File: src/rtl/sevenseg_seq_ctrl.sv
// sevenseg_seq_ctrl
// Digit sequencer for the combinational BCD-to-seven-segment decoder.
// It steps a 0..MAX_DIGIT digit once every TICK_DIV clocks while running.
// It supports up/down direction, run/pause/idle control and a clamped
// parallel load from the board switches.
// Optional feature macro: SEVENSEG_TWO_DIGIT_EN adds a tens digit and a
// two-digit display scan (ports tens, digit_sel, mux_bcd).

module sevenseg_seq_ctrl #(
  parameter int unsigned TICK_DIV  = 12000000,
  parameter int unsigned MAX_DIGIT = 9,
  parameter int unsigned SCAN_DIV  = 12000
) (
  input  logic       clk,
  input  logic       rst,
  input  logic       start,
  input  logic       stop,
  input  logic       load,
  input  logic       up_dn,
  input  logic [3:0] ld_val,
  output logic [3:0] bcd,
  output logic       tick,
  output logic       wrap,
  output logic [1:0] state
`ifdef SEVENSEG_TWO_DIGIT_EN
  ,
  output logic [3:0] tens,
  output logic       digit_sel,
  output logic [3:0] mux_bcd
`endif
);

  typedef enum logic [1:0] {
    S_IDLE  = 2'b00,
    S_RUN   = 2'b01,
    S_PAUSE = 2'b10
  } state_e;

  // The prescaler only ever holds 0..TICK_DIV-1, so clog2 bits are enough.
  localparam int unsigned   PW       = $clog2(TICK_DIV);
  localparam logic [PW-1:0] PRE_LAST = PW'(TICK_DIV - 1);
  localparam logic [3:0]    MAX4     = 4'(MAX_DIGIT);

  // Catch unsupported parameter values at elaboration rather than in silicon.
  if (TICK_DIV < 2 || TICK_DIV > (1 << 24)) begin : g_badTickDiv
    $error("sevenseg_seq_ctrl: TICK_DIV must be in 2..2^24");
  end
  if (MAX_DIGIT < 1 || MAX_DIGIT > 15) begin : g_badMaxDigit
    $error("sevenseg_seq_ctrl: MAX_DIGIT must be in 1..15");
  end
  if (SCAN_DIV < 1) begin : g_badScanDiv
    $error("sevenseg_seq_ctrl: SCAN_DIV must be at least 1");
  end

  state_e        state_q, state_d;
  logic [3:0]    bcd_q, bcd_d;
  logic [PW-1:0] pre_q, pre_d;
  logic          tick_q, tick_d;
  logic          wrap_q, wrap_d;

  logic [3:0]    bcdUp, bcdDn;
  logic          bcdUpWrap, bcdDnWrap;
  logic          stepWrap;

`ifdef SEVENSEG_TWO_DIGIT_EN
  localparam int unsigned   SW        = (SCAN_DIV > 1) ? $clog2(SCAN_DIV) : 1;
  localparam logic [SW-1:0] SCAN_LAST = SW'(SCAN_DIV - 1);

  logic [3:0]    tens_q, tens_d;
  logic [SW-1:0] scan_q, scan_d;
  logic          sel_q, sel_d;
  logic [3:0]    tensUp, tensDn;
  logic          tensUpWrap, tensDnWrap;
`endif

  // Candidate units-digit values for an up or a down step; an out-of-range digit folds back into range.
  always_comb begin
    bcdUpWrap = (bcd_q >= MAX4);
    bcdDnWrap = (bcd_q == 4'd0);
    bcdUp     = bcdUpWrap ? 4'd0 : bcd_q + 4'd1;
    if (bcdDnWrap || (bcd_q > MAX4)) begin
      bcdDn = MAX4;
    end else begin
      bcdDn = bcd_q - 4'd1;
    end
  end

`ifdef SEVENSEG_TWO_DIGIT_EN
  // Tens-digit step candidates and the free-running display scan divider.
  always_comb begin
    tensUpWrap = (tens_q >= 4'd9);
    tensDnWrap = (tens_q == 4'd0);
    tensUp     = tensUpWrap ? 4'd0 : tens_q + 4'd1;
    tensDn     = (tensDnWrap || (tens_q > 4'd9)) ? 4'd9 : tens_q - 4'd1;
    if (scan_q >= SCAN_LAST) begin
      scan_d = '0;
      sel_d  = ~sel_q;
    end else begin
      scan_d = scan_q + SW'(1);
      sel_d  = sel_q;
    end
  end
`endif

  // Command decode and stepping: load beats stop, stop beats start, and stepping only happens in RUN with no command acting.
  always_comb begin
    state_d  = state_q;
    bcd_d    = bcd_q;
    pre_d    = pre_q;
    tick_d   = 1'b0;
    wrap_d   = 1'b0;
    stepWrap = 1'b0;
`ifdef SEVENSEG_TWO_DIGIT_EN
    tens_d   = tens_q;
`endif
    if (load) begin
      bcd_d = (ld_val > MAX4) ? MAX4 : ld_val;
      pre_d = '0;
`ifdef SEVENSEG_TWO_DIGIT_EN
      tens_d = 4'd0;
`endif
    end else if (stop) begin
      case (state_q)
        S_RUN: begin
          state_d = S_PAUSE;
        end
        S_PAUSE: begin
          state_d = S_IDLE;
          bcd_d   = 4'd0;
          pre_d   = '0;
`ifdef SEVENSEG_TWO_DIGIT_EN
          tens_d  = 4'd0;
`endif
        end
        default: begin
          state_d = state_q;
        end
      endcase
    end else if (start && (state_q != S_RUN)) begin
      state_d = S_RUN;
      if (state_q != S_PAUSE) begin
        pre_d = '0;
      end
    end else if (state_q == S_RUN) begin
      if (pre_q >= PRE_LAST) begin
        pre_d  = '0;
        tick_d = 1'b1;
        if (up_dn) begin
          bcd_d    = bcdUp;
          stepWrap = bcdUpWrap;
        end else begin
          bcd_d    = bcdDn;
          stepWrap = bcdDnWrap;
        end
`ifdef SEVENSEG_TWO_DIGIT_EN
        if (stepWrap) begin
          tens_d = up_dn ? tensUp : tensDn;
        end
        wrap_d = stepWrap && (up_dn ? tensUpWrap : tensDnWrap);
`else
        wrap_d = stepWrap;
`endif
      end else begin
        pre_d = pre_q + PW'(1);
      end
    end
  end

  // Sequencer FSM and its registered outputs; reset overrides everything.
  always_ff @(posedge clk) begin
    if (rst) begin
      state_q <= S_IDLE;
      bcd_q   <= 4'd0;
      pre_q   <= '0;
      tick_q  <= 1'b0;
      wrap_q  <= 1'b0;
`ifdef SEVENSEG_TWO_DIGIT_EN
      tens_q  <= 4'd0;
      scan_q  <= '0;
      sel_q   <= 1'b0;
`endif
    end else begin
      state_q <= state_d;
      bcd_q   <= bcd_d;
      pre_q   <= pre_d;
      tick_q  <= tick_d;
      wrap_q  <= wrap_d;
`ifdef SEVENSEG_TWO_DIGIT_EN
      tens_q  <= tens_d;
      scan_q  <= scan_d;
      sel_q   <= sel_d;
`endif
    end
  end

  assign bcd   = bcd_q;
  assign tick  = tick_q;
  assign wrap  = wrap_q;
  assign state = state_q;

`ifdef SEVENSEG_TWO_DIGIT_EN
  assign tens      = tens_q;
  assign digit_sel = sel_q;
  assign mux_bcd   = sel_q ? tens_q : bcd_q;
`endif

endmodule
File: config.mk
export PLATFORM = sky130hd
export DESIGN_NAME = sevenseg_seq_ctrl
export DESIGN_NICKNAME = d
export VERILOG_FILES = /design/src/rtl/sevenseg_seq_ctrl.sv
export SDC_FILE = /design/constraint.sdc
export NUM_CORES = 1
export LEC_CHECK = 0
export ABC_AREA = 0
export CORE_UTILIZATION = 54
export CTS_BUF_LIST = sky130_fd_sc_hd__clkbuf_2
export CTS_CLUSTER_SIZE = 10
export DETAILED_ROUTE_END_ITERATION = 10
export PLACE_DENSITY = 0.88
export SETUP_SLACK_MARGIN = 0.2
export SYNTH_ARGS = -nofsm -noshare
export SYNTH_HDL_FRONTEND = slang
export SYNTH_SLANG_ARGS = --single-unit
File: constraint.sdc
create_clock -name clk -period 2.01 [get_ports clk]
set_input_delay 0.603 -clock clk [delete_from_list [all_inputs] [get_ports clk]]
set_output_delay 0.603 -clock clk [all_outputs]
set_load 0.01 [all_outputs]
==> summary.txt, run 1 <==
Setup path
  – Arrival time worst endpoint: ~2.3 ns
  – Endpoint class of the critical path: flip-flop
  – Critical path class: reg -> reg
  – CP max stage delay: 0.55 ns
  – CP required: between 2 and 2.5 ns
  – Buf/Inv on CP: 2
  – CP max-delay cell: or4_1
  – Setup crit start kind: flip-flop
  – CP top delay family: simple AND/OR/NAND/NOR gates
  – CP cell instances: buf_4 -> nand2_2 -> nor4_4 -> buf_4 -> and4_1 -> or4_1 -> a31oi_1
  – Most used cell, CP: buf_4
  – Crit path max fanout: 4

GRT
  – Met3 Use GR: 0.08212
  – GR Util met1: 0.3971
  – Global-route wire length before repair: about 11 mm
  – GRT Overall Usage: 0.3580
  – Initial antenna violation count: 0
  – Remaining global-route overflow: 0
  – Number of global-route vias before repair: between 2k and 2.5k
  – GR peak layer: met2
  – Grt met2 use: 0.6291
  – Largest net degree at the start of global routing: 15

Clocking
  – CTS HTree Levels: 2
  – Sink Count: 32
  – Clock slew at reported path FFs: 0.18 ns
  – CTS tree: built
  – Clock Tree Root: clkbuf_2
  – CTS buffer count: 5
  – Longest Clk Path Bufs: 2
  – Later-pin clock latency in the skew report: about 0.42 ns

Timing
  – Fin. Hold Viols: 0
  – Unrepaired setup endpoints after global routing: true
  – Slew Viols, Final: 0
  – Fin crit period: ~2 ns
  – Final WS setup: -0.008492 ns
  – Fmax: about 0.5 GHz
  – Final setup fails: 1
  – Period utilisation layout: 1.004
  – Slew @ Worst Pin: between 0.4 and 0.5 ns
  – Setup Skew: roughly 0.036 ns
  – Slew Limit Headroom: 0.7117
  – Fin Hold WS: 0.5936 ns

Synth
  – Mapped Avg Cell Area: about 8.6 sq um
  – Area contributors post-synth: dfxtp_1 32%, xor2_1 6.2%, nor2_1 4.9%
  – Cell area after synthesis: between 1500 and 2000 sq um
  – Async S/R FF share, synth: 0
  – FF+latch count, synth: 32
  – Cells after synthesis: roughly 230
  – Synth cell types: 58
  – Mapped Nets: 247
  – Share of the synthesized area in the top cell type: 0.3226
  – Ys Warns: 0
  – Sequential element share of the synthesized area: 0.3226
  – Synth Flop Type: dfxtp_1
  – Yosys top cell by area: dfxtp_1
  – Post-synth EDFFs: 0

Placed design
  – Dpl ws: -0.3065 ns
  – Inst Count DP: between 300 and 400
  – Final RePlAce weighted congestion: roughly 0.87
  – Dpl hpwl: ~3.7 mm
  – Buffers added on ports: 17

Pwr
  – Total power: between 1 and 1.5 mW
  – Leakage: 1.147 nW
  – Cell Pwr Density: 472.7 nW/um^2
  – Worst VDD drop: slightly above 400 uV

Floorplanning
  – Cell Rows: 21
  – Core Box Area: between 3000 and 4000 sq um
  – Die ar.: between 3000 and 4000 sq um
  – Initial Util: 0.5769
  – Die X-Extent: ~63 microns
  – DIE HEIGHT: ~63 microns
  – I/O pin total: 18

Layout
  – Finished Layout Cells: approximately 340
  – Area Growth Syn to Fin: 48.39%
  – Diodes inserted: 0
  – Final core utilization: 0.8561
  – Share of layout cells above drive strength 1: 0.4564
  – Layout Nets: 312
  – Fillers: between 150 and 200

Route
  – Via count: ~2.3k
  – Drt pass-1 iters: 5
  – Drt drc: 0
  – Post-DRT Antenna Nets: 0
  – Drt wl/cell: about 22 microns
  – Total Wirelength: between 7 and 8 mm
  – Vias per cell: around 6.8
  – Iteration-0 DRC Markers: 315

Hold path
  – Hold crit path type: reg -> reg

Job
  – Max cap viols: 0

Status
  – Failing checks: setup timing
  – Status: finished with violations
-- cells in the final DEF, fill, tap and decap left out, types with 5 or more instances in the layout --
master           instances
dfxtp_4                 11
dfxtp_1                 12
nand3_1                 11
a21oi_1                  6
xor2_1                  14
buf_6                    6
clkbuf_2                 6
dfxtp_2                  9
nor3_1                   8
dlygate4sd2_1            6
nor2_1                  18
nand4_1                 11
clkdlybuf4s50_1          6
buf_4                   47
nor2b_1                  5
o21ai_0                  5
nand2_1                  8
nor2_2                   9
-- Yosys cell counts (2+ instances only) --
cell       n
nand3b_1   3
a21oi_1    6
xnor2_1    5
clkbuf_1  11
nor2b_1    5
and3_1     4
dfxtp_1   32
o21a_1     3
nand2b_1   3
nand4_1   11
a41oi_1    2
nor2_1    26
nor3_1    11
a31oi_1    3
and4_1     2
a221oi_1   4
ha_1       5
or2_2      2
and2_1     5
xor2_1    14
o21ai_1    3
inv_1      5
nand3_1   12
o21ai_0    5
a22oi_1    4
nor4_1     3
nand2_1   10
or3b_1     2
nor4_2     2
-- power by group --
group | leakage (nW) | total, mW | switching (mW) | internal [mW]
logic | 0.838 | 0.295 | 0.151 | 0.144
clock network | 0.0380 | 0.457 | 0.255 | 0.202
registers | 0.271 | 0.640 | 0.00738 | 0.633
total | 1.15 | 1.39 | 0.414 | 0.979
-- worst reg2reg max path: stages (launching register included) --
cell	delay (ns)
dfxtp_4	0.39
buf_4	0.15
nand2_2	0.14
nor4_4	0.08
buf_4	0.15
and4_1	0.21
or4_1	0.55
a31oi_1	0.26
-- registers in the layout, summed over array words and instances, names as in the netlist --
register  flops
pre_q        24
bcd           4
state         2
tick          1
wrap          1
-- kinds of logic after synthesis --
family | Yosys count | synth area share
simple gates | 113 | 0.3409
compound gates | 44 | 0.1746
flops | 32 | 0.3226
xor+xnor | 19 | 0.08381
buf+inv | 17 | 0.03592
fa+ha+maj | 5 | 0.03151
mux | 2 | 0.01071
-- through the flow --
| step | setup TNS [ns] | cell area, sq um |
|---|---|---|
| finish | -0.008492 | 2947 |
| global route | -0.07117 | 2947 |
| CTS | 0 | 2773 |
| detailed placement | -7.276 | 2409 |
| global placement | -5.758 | 2409 |
| floorplan | 0 | 2019 |
-- cell type report --
cell class | instances | area, sq um | share of cell area
repair buffers | 70 | 585.6 | 0.1987
inverters | 5 | 21.27 | 0.007219
multi-input cells | 183 | 1526 | 0.5180
clock buffers | 5 | 25.02 | 0.008493
clock inverters | 3 | 37.54 | 0.01274
well taps | 46 | 57.56 | 0.01953
flip-flops and latches | 32 | 693.2 | 0.2352
-- what timing repair did --
action                                  4_1_cts  5_1_grt
pin swaps                                    33       17
gates resized for setup                      62       33
cloned                                        1        0
endpoints found under the setup margin       35       33
buffers inserted                             16        7
hold buffers                                  0        0
-- layer usage --
metal | routed length, microns | up-vias | share of wire
met5 | 0 | - | 0
met1 | 2845 | 1081 | 0.37
met2 | 3673 | 185 | 0.48
li1 | - | 1004 | -
met3 | 707 | 55 | 0.093
met4 | 384 | 0 | 0.050
-- path summary, 6_finish.rpt --
check	startpoint	cells after the start	slack, ns	to
worst min-delay path	pre_q[13]	2	0.59	pre_q[13]
worst min register to register	pre_q[13]	2	0.59	pre_q[13]
worst max-delay path	pre_q[10]	7	-0.008	pre_q[18]
worst max register to register	pre_q[10]	7	-0.008	pre_q[18]
(Power assumes the default switching activity.)
==> run 2: changes to the inputs <==
==> constraint.sdc (replaced) <==
create_clock -name clk -period 1.6 [get_ports clk]
set_input_delay 0.48 -clock clk [delete_from_list [all_inputs] [get_ports clk]]
set_output_delay 0.48 -clock clk [all_outputs]
set_load 0.01 [all_outputs]
==> summary.txt, run 2 (synthesis gave the netlist of run 1 again) <==
Status
  – Status: finished with violations
  – Failing checks: setup timing

Layout
  – Fillers: 136 (-20%)
  – Layout Nets: 336 (+7.7%)
  – Max reg flops: 24 (unchanged)
  – Share of layout cells above drive strength 1: 0.4938 (+0.03741)
  – Most frequent cells in the layout: 67 x buf_4, 22 x nor2_1, 16 x dfxtp_1
  – Final core utilization: 0.9051 (+0.04907)
  – Area Growth Syn to Fin: 56.90%
  – Area occupied by multi-input gates: 1530 sq um (+0.25%)
  – Reg with most FFs: pre_q
  – Commonest non-fill, non-tap cell in the layout: buf_4
  – Storage cell area: 673.1 sq um (-2.9%)

GRT
  – Remaining global-route overflow: 0 (unchanged)
  – Initial antenna violation count: 1 (+1)
  – Largest net degree at the start of global routing: 15 (unchanged)
  – Number of global-route vias before repair: 2,378 (+6.3%)
  – Global-route wire length before repair: 11.87 mm (+9.4%)
  – GRT Overall Usage: 0.4016 (+0.04365)

Pwr
  – Cell Pwr Density: 524.5 nW/um^2 (+11%)
  – Power share of the clock group: 0.263 (-0.065)
  – Total power: 1.634 mW (+17%)
  – Sw power: 533.6 uW (+29%)
  – Comb power frac: 0.235 (+0.023)
  – Sequential power share: 0.502 (+0.042)
  – Internal power: 1.100 mW (+12%)
  – Leakage: 1.226 nW (+6.9%)
  – Sw Share: 0.3265 (+0.02955)
  – Worst VDD drop: 546.2 uV (+32%)

Timing
  – Slew Limit Headroom: 0.6827 (-0.02901)
  – Slew Viols, Final: 0 (unchanged)
  – Fin. Hold Viols: 0 (unchanged)
  – Unrepaired setup endpoints after global routing: true
  – Final setup fails: 31 (+30)
  – Fin crit period: 2.028 ns (+0.009693 ns)
  – Period utilisation layout: 1.268 (+0.2634)
  – Fmax: 0.4931 GHz (-0.48%)
  – Slew @ Worst Pin: 0.4734 ns (+0.04416 ns)
  – Setup Skew: 0.03780 ns (+0.001466 ns)
  – Fin Hold WS: 0.5536 ns (-0.03998 ns)
  – Final WS setup: -0.4282 ns (-0.4197 ns)

Floorplanning
  – DIE HEIGHT: 62.64 microns (unchanged)
  – Initial Util: 0.5769 (unchanged)
  – I/O pin total: 18 (unchanged)
  – Core Box Area: 3442 sq um (unchanged)
  – Die ar.: 3924 sq um (unchanged)
  – Die X-Extent: 62.64 microns (unchanged)
  – Cell Rows: 21 (unchanged)

Setup path
  – R2r setup slk: -0.43 ns (-0.42 ns)
  – CP cell instances: nand3_1 -> nor3_1 -> buf_4 -> o21ai_4 -> a41oi_4 -> buf_12 -> nor2_1
  – Buf/Inv on CP: 2 (unchanged)
  – Crit path max fanout: 14 (+10)
  – CP required: 1.93 ns (-0.39 ns)
  – Setup crit start kind: flip-flop
  – CP top delay family: simple AND/OR/NAND/NOR gates
  – CP max stage delay: 0.46 ns (-0.09 ns)
  – Endpoint class of the critical path: flip-flop
  – Reg-to-Reg Start: pre_q[18]
  – Arrival time worst endpoint: 2.36 ns (+0.03 ns)
  – CP max-delay cell: dfxtp_1
  – R2R depth: 7 (unchanged)
  – Worst R2R End: pre_q[11]
  – Critical path class: reg -> reg

Clocking
  – Clock slew at reported path FFs: 0.21 ns (+0.03 ns)
  – Later-pin clock latency in the skew report: 0.46 ns (+0.04 ns)
  – CTS tree: built
  – Clock Tree Root: clkbuf_2
  – CTS buffer count: 5 (unchanged)
  – CTS HTree Levels: 2 (unchanged)
  – Longest Clk Path Bufs: 2 (unchanged)
  – Sink Count: 32 (unchanged)
  – Hold Buf Count CTS: 0 (unchanged)

Route
  – Drt pass-1 iters: 7 (+2)
  – Vias per cell: 7.119 (+5.3%)
  – Drt wl/cell: 25.10 microns (+13%)
  – Post-DRT Antenna Nets: 0 (unchanged)
  – Iteration-0 DRC Markers: 342 (+8.6%)
  – Total Wirelength: 9.263 mm (+22%)
  – Drt drc: 0 (unchanged)
  – Via count: 2,627 (+13%)

Job
  – Max cap viols: 0 (unchanged)

Hold path
  – HP Start: pre_q[18]
  – Hold path depth: 1 (-1)
  – Hold crit path type: reg -> reg
  – Endpoint, Worst Hold: pre_q[18]

Placed design
  – Final RePlAce weighted congestion: 0.8734 (+0.65%)
  – Dpl ws: -0.6367 ns (-0.3302 ns)
  – Buffers added on ports: 17 (unchanged)
  – Dpl hpwl: 4.446 mm (+21%)
[run 2: how the worst max path moves through the flow]
stage / cells after the start / from / to / slack [ns]
2_1_floorplan: 7 / bcd[1] / bcd[1] / -0.16
3_3_place_gp: 6 / start / pre_q[15] / -0.56
3_5_place_dp: 7 / stop / pre_q[20] / -0.64
4_1_cts: 7 / bcd[1] / bcd[1] / -0.23
5_1_grt: 7 / start / pre_q[11] / -0.54
6_report: 7 / pre_q[18] / pre_q[11] / -0.43
[run 2: per-stage QoR]
stage | instance area [sq um] | cells | TNS (ns)
5_1_grt | 3113 | 368 | -10.61
3_3_place_gp | 2784 | 348 | -14.17
2_1_floorplan | 2138 | 232 | -2.483
4_1_cts | 2973 | 366 | -5.374
6_report | 3115 | 369 | -10.64
3_5_place_dp | 2784 | 348 | -16.69
[run 2: timing repair]
item / in CTS / in global routing
pin swaps: 18 / 6
buffers inserted: 10 / 2
setup endpoints to repair: 38 / 38
resized for setup: 63 / 25
[run 2: cell type report]
cell class / instances / area share
Multi-Input combinational cell: 183 / 0.4912
Timing Repair Buffer: 94 / 0.2538
Sequential cell: 32 / 0.2161
Tap cell: 46 / 0.01847
Clock buffer: 6 / 0.009639
Inverter: 5 / 0.007631
Clock inverter: 2 / 0.002410
Antenna cell: 1 / 0.0008032
[run 2: power by group through the flow]
stage / logic [mW] / registers, mW / clock network (mW)
CTS: 0.331 / 0.814 / 0.394
floorplan: 0.169 / 0.841 / 0
global placement: 0.298 / 0.837 / 0
detailed placement: 0.306 / 0.838 / 0
global route: 0.402 / 0.821 / 0.466
finish: 0.385 / 0.820 / 0.429
[run 2: metal layers]
layer	part of all wire	wire length, microns	global-route usage
met1	0.33	3097	0.4365
met2	0.43	4004	0.6726
met3	0.13	1190	0.09124
met4	0.10	972	0.3110
met5	0	0	0
==> run 3: changes to the inputs <==
--- a/config.mk
+++ b/config.mk
@@ -5,12 +5,12 @@
 export SDC_FILE = /design/constraint.sdc
 export NUM_CORES = 1
 export LEC_CHECK = 0
-export ABC_AREA = 0
+export ABC_AREA = 1
 export CORE_UTILIZATION = 54
 export CTS_BUF_LIST = sky130_fd_sc_hd__clkbuf_2
 export CTS_CLUSTER_SIZE = 10
 export DETAILED_ROUTE_END_ITERATION = 10
-export PLACE_DENSITY = 0.88
+export PLACE_DENSITY = 0.87
 export SETUP_SLACK_MARGIN = 0.2
 export SYNTH_ARGS = -nofsm -noshare
 export SYNTH_HDL_FRONTEND = slang
==> summary.txt, run 3 <==
Timing
  – Setup TNS: -5.625 ns (+5.012 ns)
  – Slew Viols, Final: 0 (unchanged)
  – Final WS setup: -0.3966 ns (+0.03157 ns)
  – Period utilisation layout: 1.248 (-0.01973)
  – Fin. Hold Viols: 0 (unchanged)
  – Fin Hold WS: 0.6027 ns (+0.04910 ns)
  – Fmax: 0.5008 GHz (+1.6%)
  – Unrepaired setup endpoints after global routing: true
  – Fin crit period: 1.997 ns (-0.03157 ns)
  – Final setup fails: 32 (+3.2%)
  – Setup Skew: 0.06027 ns (+0.02247 ns)
  – Slew Limit Headroom: 0.7206 (+0.03787)
  – Slew @ Worst Pin: 0.4176 ns (-0.05576 ns)

Clocking
  – CTS HTree Levels: 2 (unchanged)
  – Clock Tree Root: clkbuf_2
  – Hold Buf Count CTS: 0 (unchanged)
  – Clock slew at reported path FFs: 0.24 ns (+0.03 ns)
  – Longest Clk Path Bufs: 2 (unchanged)
  – CTS buffer count: 5 (unchanged)
  – Sink Count: 32 (unchanged)
  – CTS tree: built
  – Later-pin clock latency in the skew report: 0.42 ns (-0.04 ns)

Floorplanning
  – Die X-Extent: 64.56 microns (+3.1%)
  – I/O pin total: 18 (unchanged)
  – Core Box Area: 3716 sq um (+8.0%)
  – Initial Util: 0.5687 (-0.008194)
  – DIE HEIGHT: 64.56 microns (+3.1%)
  – Cell Rows: 22 (+4.8%)
  – Die ar.: 4167 sq um (+6.2%)

Route
  – Iteration-0 DRC Markers: 982 (+190%)
  – Post-DRT Antenna Nets: 0 (unchanged)
  – Total Wirelength: 12.40 mm (+34%)
  – Via count: 3,377 (+29%)
  – Drt drc: 4 (+4)
  – Vias per cell: 7.065 (-0.76%)
  – Drt pass-1 iters: 11 (+4)
  – Drt wl/cell: 25.94 microns (+3.3%)

Pwr
  – Total power: 1.980 mW (+21%)
  – Leakage: 1.478 nW (+21%)
  – Worst VDD drop: 792.1 uV (+45%)
  – Cell Pwr Density: 567.9 nW/um^2 (+8.3%)

Placed design
  – Final RePlAce weighted congestion: 0.9330 (+6.8%)
  – Inst Count DP: 438 (+26%)
  – Dpl hpwl: 4.153 mm (-6.6%)
  – Dpl ws: -0.4995 ns (+0.1372 ns)
  – Post-placement cell area: 2597 sq um (-6.7%)
  – Buffers added on ports: 17 (unchanged)

Synth
  – Ys Warns: 0 (unchanged)
  – Synth Area in Adders: 0.02960 (-0.001903)
  – Post-synthesis simple-gate area fraction: 0.4772 (+0.1363)
  – Post-synth EDFFs: 0 (unchanged)
  – FF+latch count, synth: 32 (unchanged)
  – Synth Area in Compound Gates: 0.05269 (-0.1218)
  – Cell area after synthesis: 2113 sq um (+6.4%)
  – Area contributors post-synth: dfxtp_1 30%, nand2_1 16%, nor2_1 13%
  – Synth cell types: 27 (-53%)
  – Xor and xnor area share after synthesis: 0.03730 (-0.04651)
  – Async S/R FF share, synth: 0 (unchanged)
  – Mux contribution to synthesized area: 0 (-0.01071)
  – Mapped Avg Cell Area: 6.108 sq um (-29%)
  – Synth cell count leaders: 91 x nand2_1, 71 x nor2_1, 48 x inv_1, 32 x dfxtp_1, 21 x nand3_1
  – Largest family of logic cells by synthesized area: simple AND/OR/NAND/NOR gates
  – Cells after synthesis: 346 (+49%)
  – Share of the synthesized area in the top cell type: 0.3031 (-0.01948)
  – Mapped Nets: 361 (+46%)
  – Synth Flop Type: dfxtp_1
  – Sequential element share of the synthesized area: 0.3031 (-0.01948)
  – Yosys top cell by area: dfxtp_1
  – Count leader, synth: nand2_1

Layout
  – Layout Nets: 444 (+32%)
  – Max reg flops: 24 (unchanged)
  – Area Growth Syn to Fin: 65.01%
  – Commonest non-fill, non-tap cell in the layout: nand2_1
  – Diodes inserted: 0 (-1)
  – Reg with most FFs: pre_q
  – Most frequent cells in the layout: 64 x nand2_1, 49 x buf_4, 48 x nor2_1
  – Final core utilization: 0.9384 (+0.03326)
  – Share of layout cells above drive strength 1: 0.4907 (-0.003091)
  – Design area: 3487 sq um (+12%)
  – Finished Layout Cells: 478 (+30%)

Setup path
  – Setup crit start kind: flip-flop
  – CP top delay family: simple AND/OR/NAND/NOR gates
  – Endpoint class of the critical path: flip-flop
  – Buf/Inv on CP: 3 (+1)
  – CP Launch Point: pre_q[23]
  – Arrival time worst endpoint: 2.34 ns (-0.02 ns)
  – CP required: 1.94 ns (about the same)
  – Most used cell, CP: nor2_1
  – Reg-to-Reg Start: pre_q[23]
  – CP cell instances: inv_1 -> nor2_1 -> nand2_2 -> nor2_4 -> a21oi_4 -> buf_6 -> nand2_4 -> inv_4 -> nand2_4 -> nor2_1 -> nor2_1 -> nor2_1
  – Critical path class: reg -> reg
  – Crit path max fanout: 4 (-10)
  – CP max-delay cell: dfxtp_1
  – CP max stage delay: 0.40 ns (-0.06 ns)

GRT
  – Remaining global-route overflow: 0 (unchanged)
  – GR Util met1: 0.5184 (+0.08193)
  – Global-route wire length before repair: 14.03 mm (+18%)
  – Initial antenna violation count: 0 (-1)
  – Grt met2 use: 0.7382 (+0.06560)
  – Met3 Use GR: 0.1162 (+0.02496)
  – GRT Overall Usage: 0.4504 (+0.04878)
  – Number of global-route vias before repair: 2,826 (+19%)
  – Largest net degree at the start of global routing: 12 (-3)
  – GR peak layer: met2

Job
  – Max cap viols: 0 (unchanged)

Hold path
  – Hold crit path type: reg -> reg
  – HP Start: pre_q[21]

Status
  – Failing checks: DRC, setup timing
  – Status: finished with violations
[run 3: cell types whose count changed after synthesis, moves of 5 or more]
cell,previous run,this run
nor2b_1,5,0
clkbuf_1,11,0
nand3_1,12,21
nor2_1,26,71
xnor2_1,5,0
xor2_1,14,9
inv_1,5,48
a21oi_1,6,11
nand2_1,10,91
nor2_2,1,7
[run 3: tightest hold or removal path, stage by stage, from the launching register on]
cell and delay, ns:
dfxtp_1 0.37, o21ai_1 0.16, nor2_1 0.05
[run 3: logic make-up (layout without fill, tap and decap cells)]
kind of cell,Yosys count,in the layout
DFF,32,32
AOI/OAI and AO/OA,20,20
buffers and inverters,53,136
xor gates and xnor gates,9,9
adders and majority gates,5,5
and+or+nand+nor,227,228
[run 3: final cells by class]
cell class / count / area (sq um)
multi-input combinational: 262 / 1793
sequential: 32 / 673.1
timing repair buffer: 78 / 665.6
fill: 115 / 229.0
inverter: 50 / 227.7
tap: 48 / 60.06
clock buffer: 5 / 25.02
clock inverter: 3 / 42.54
[run 3: worst paths after layout]
check | to | slack (ns) | cells past startpoint
setup reg to reg | pre_q[18] | -0.40 | 12
hold / removal | pre_q[21] | 0.60 | 2
setup / recovery | pre_q[18] | -0.40 | 12
hold reg to reg | pre_q[21] | 0.60 | 2
[run 3: where the power goes]
| group | switching, mW | internal (mW) | leakage (nW) |
|---|---|---|---|
| Sequential | 0.0128 | 0.807 | 0.268 |
| Clock | 0.347 | 0.261 | 0.0390 |
| Combinational | 0.336 | 0.216 | 1.17 |
[run 3: what timing repair did]
item                       CTS  global route
buffers inserted            19            12
gates cloned                 1             0
hold endpoints to repair     0             0
pin swaps                   36            44
setup endpoints to repair   40            38
resized for setup          103           103
[run 3: layer usage]
metal | up-vias | part of all wire
met1 | 1459 | 0.32
met2 | 465 | 0.40
li1 | 1251 | -
met5 | - | 0
met4 | 0 | 0.12
met3 | 202 | 0.17
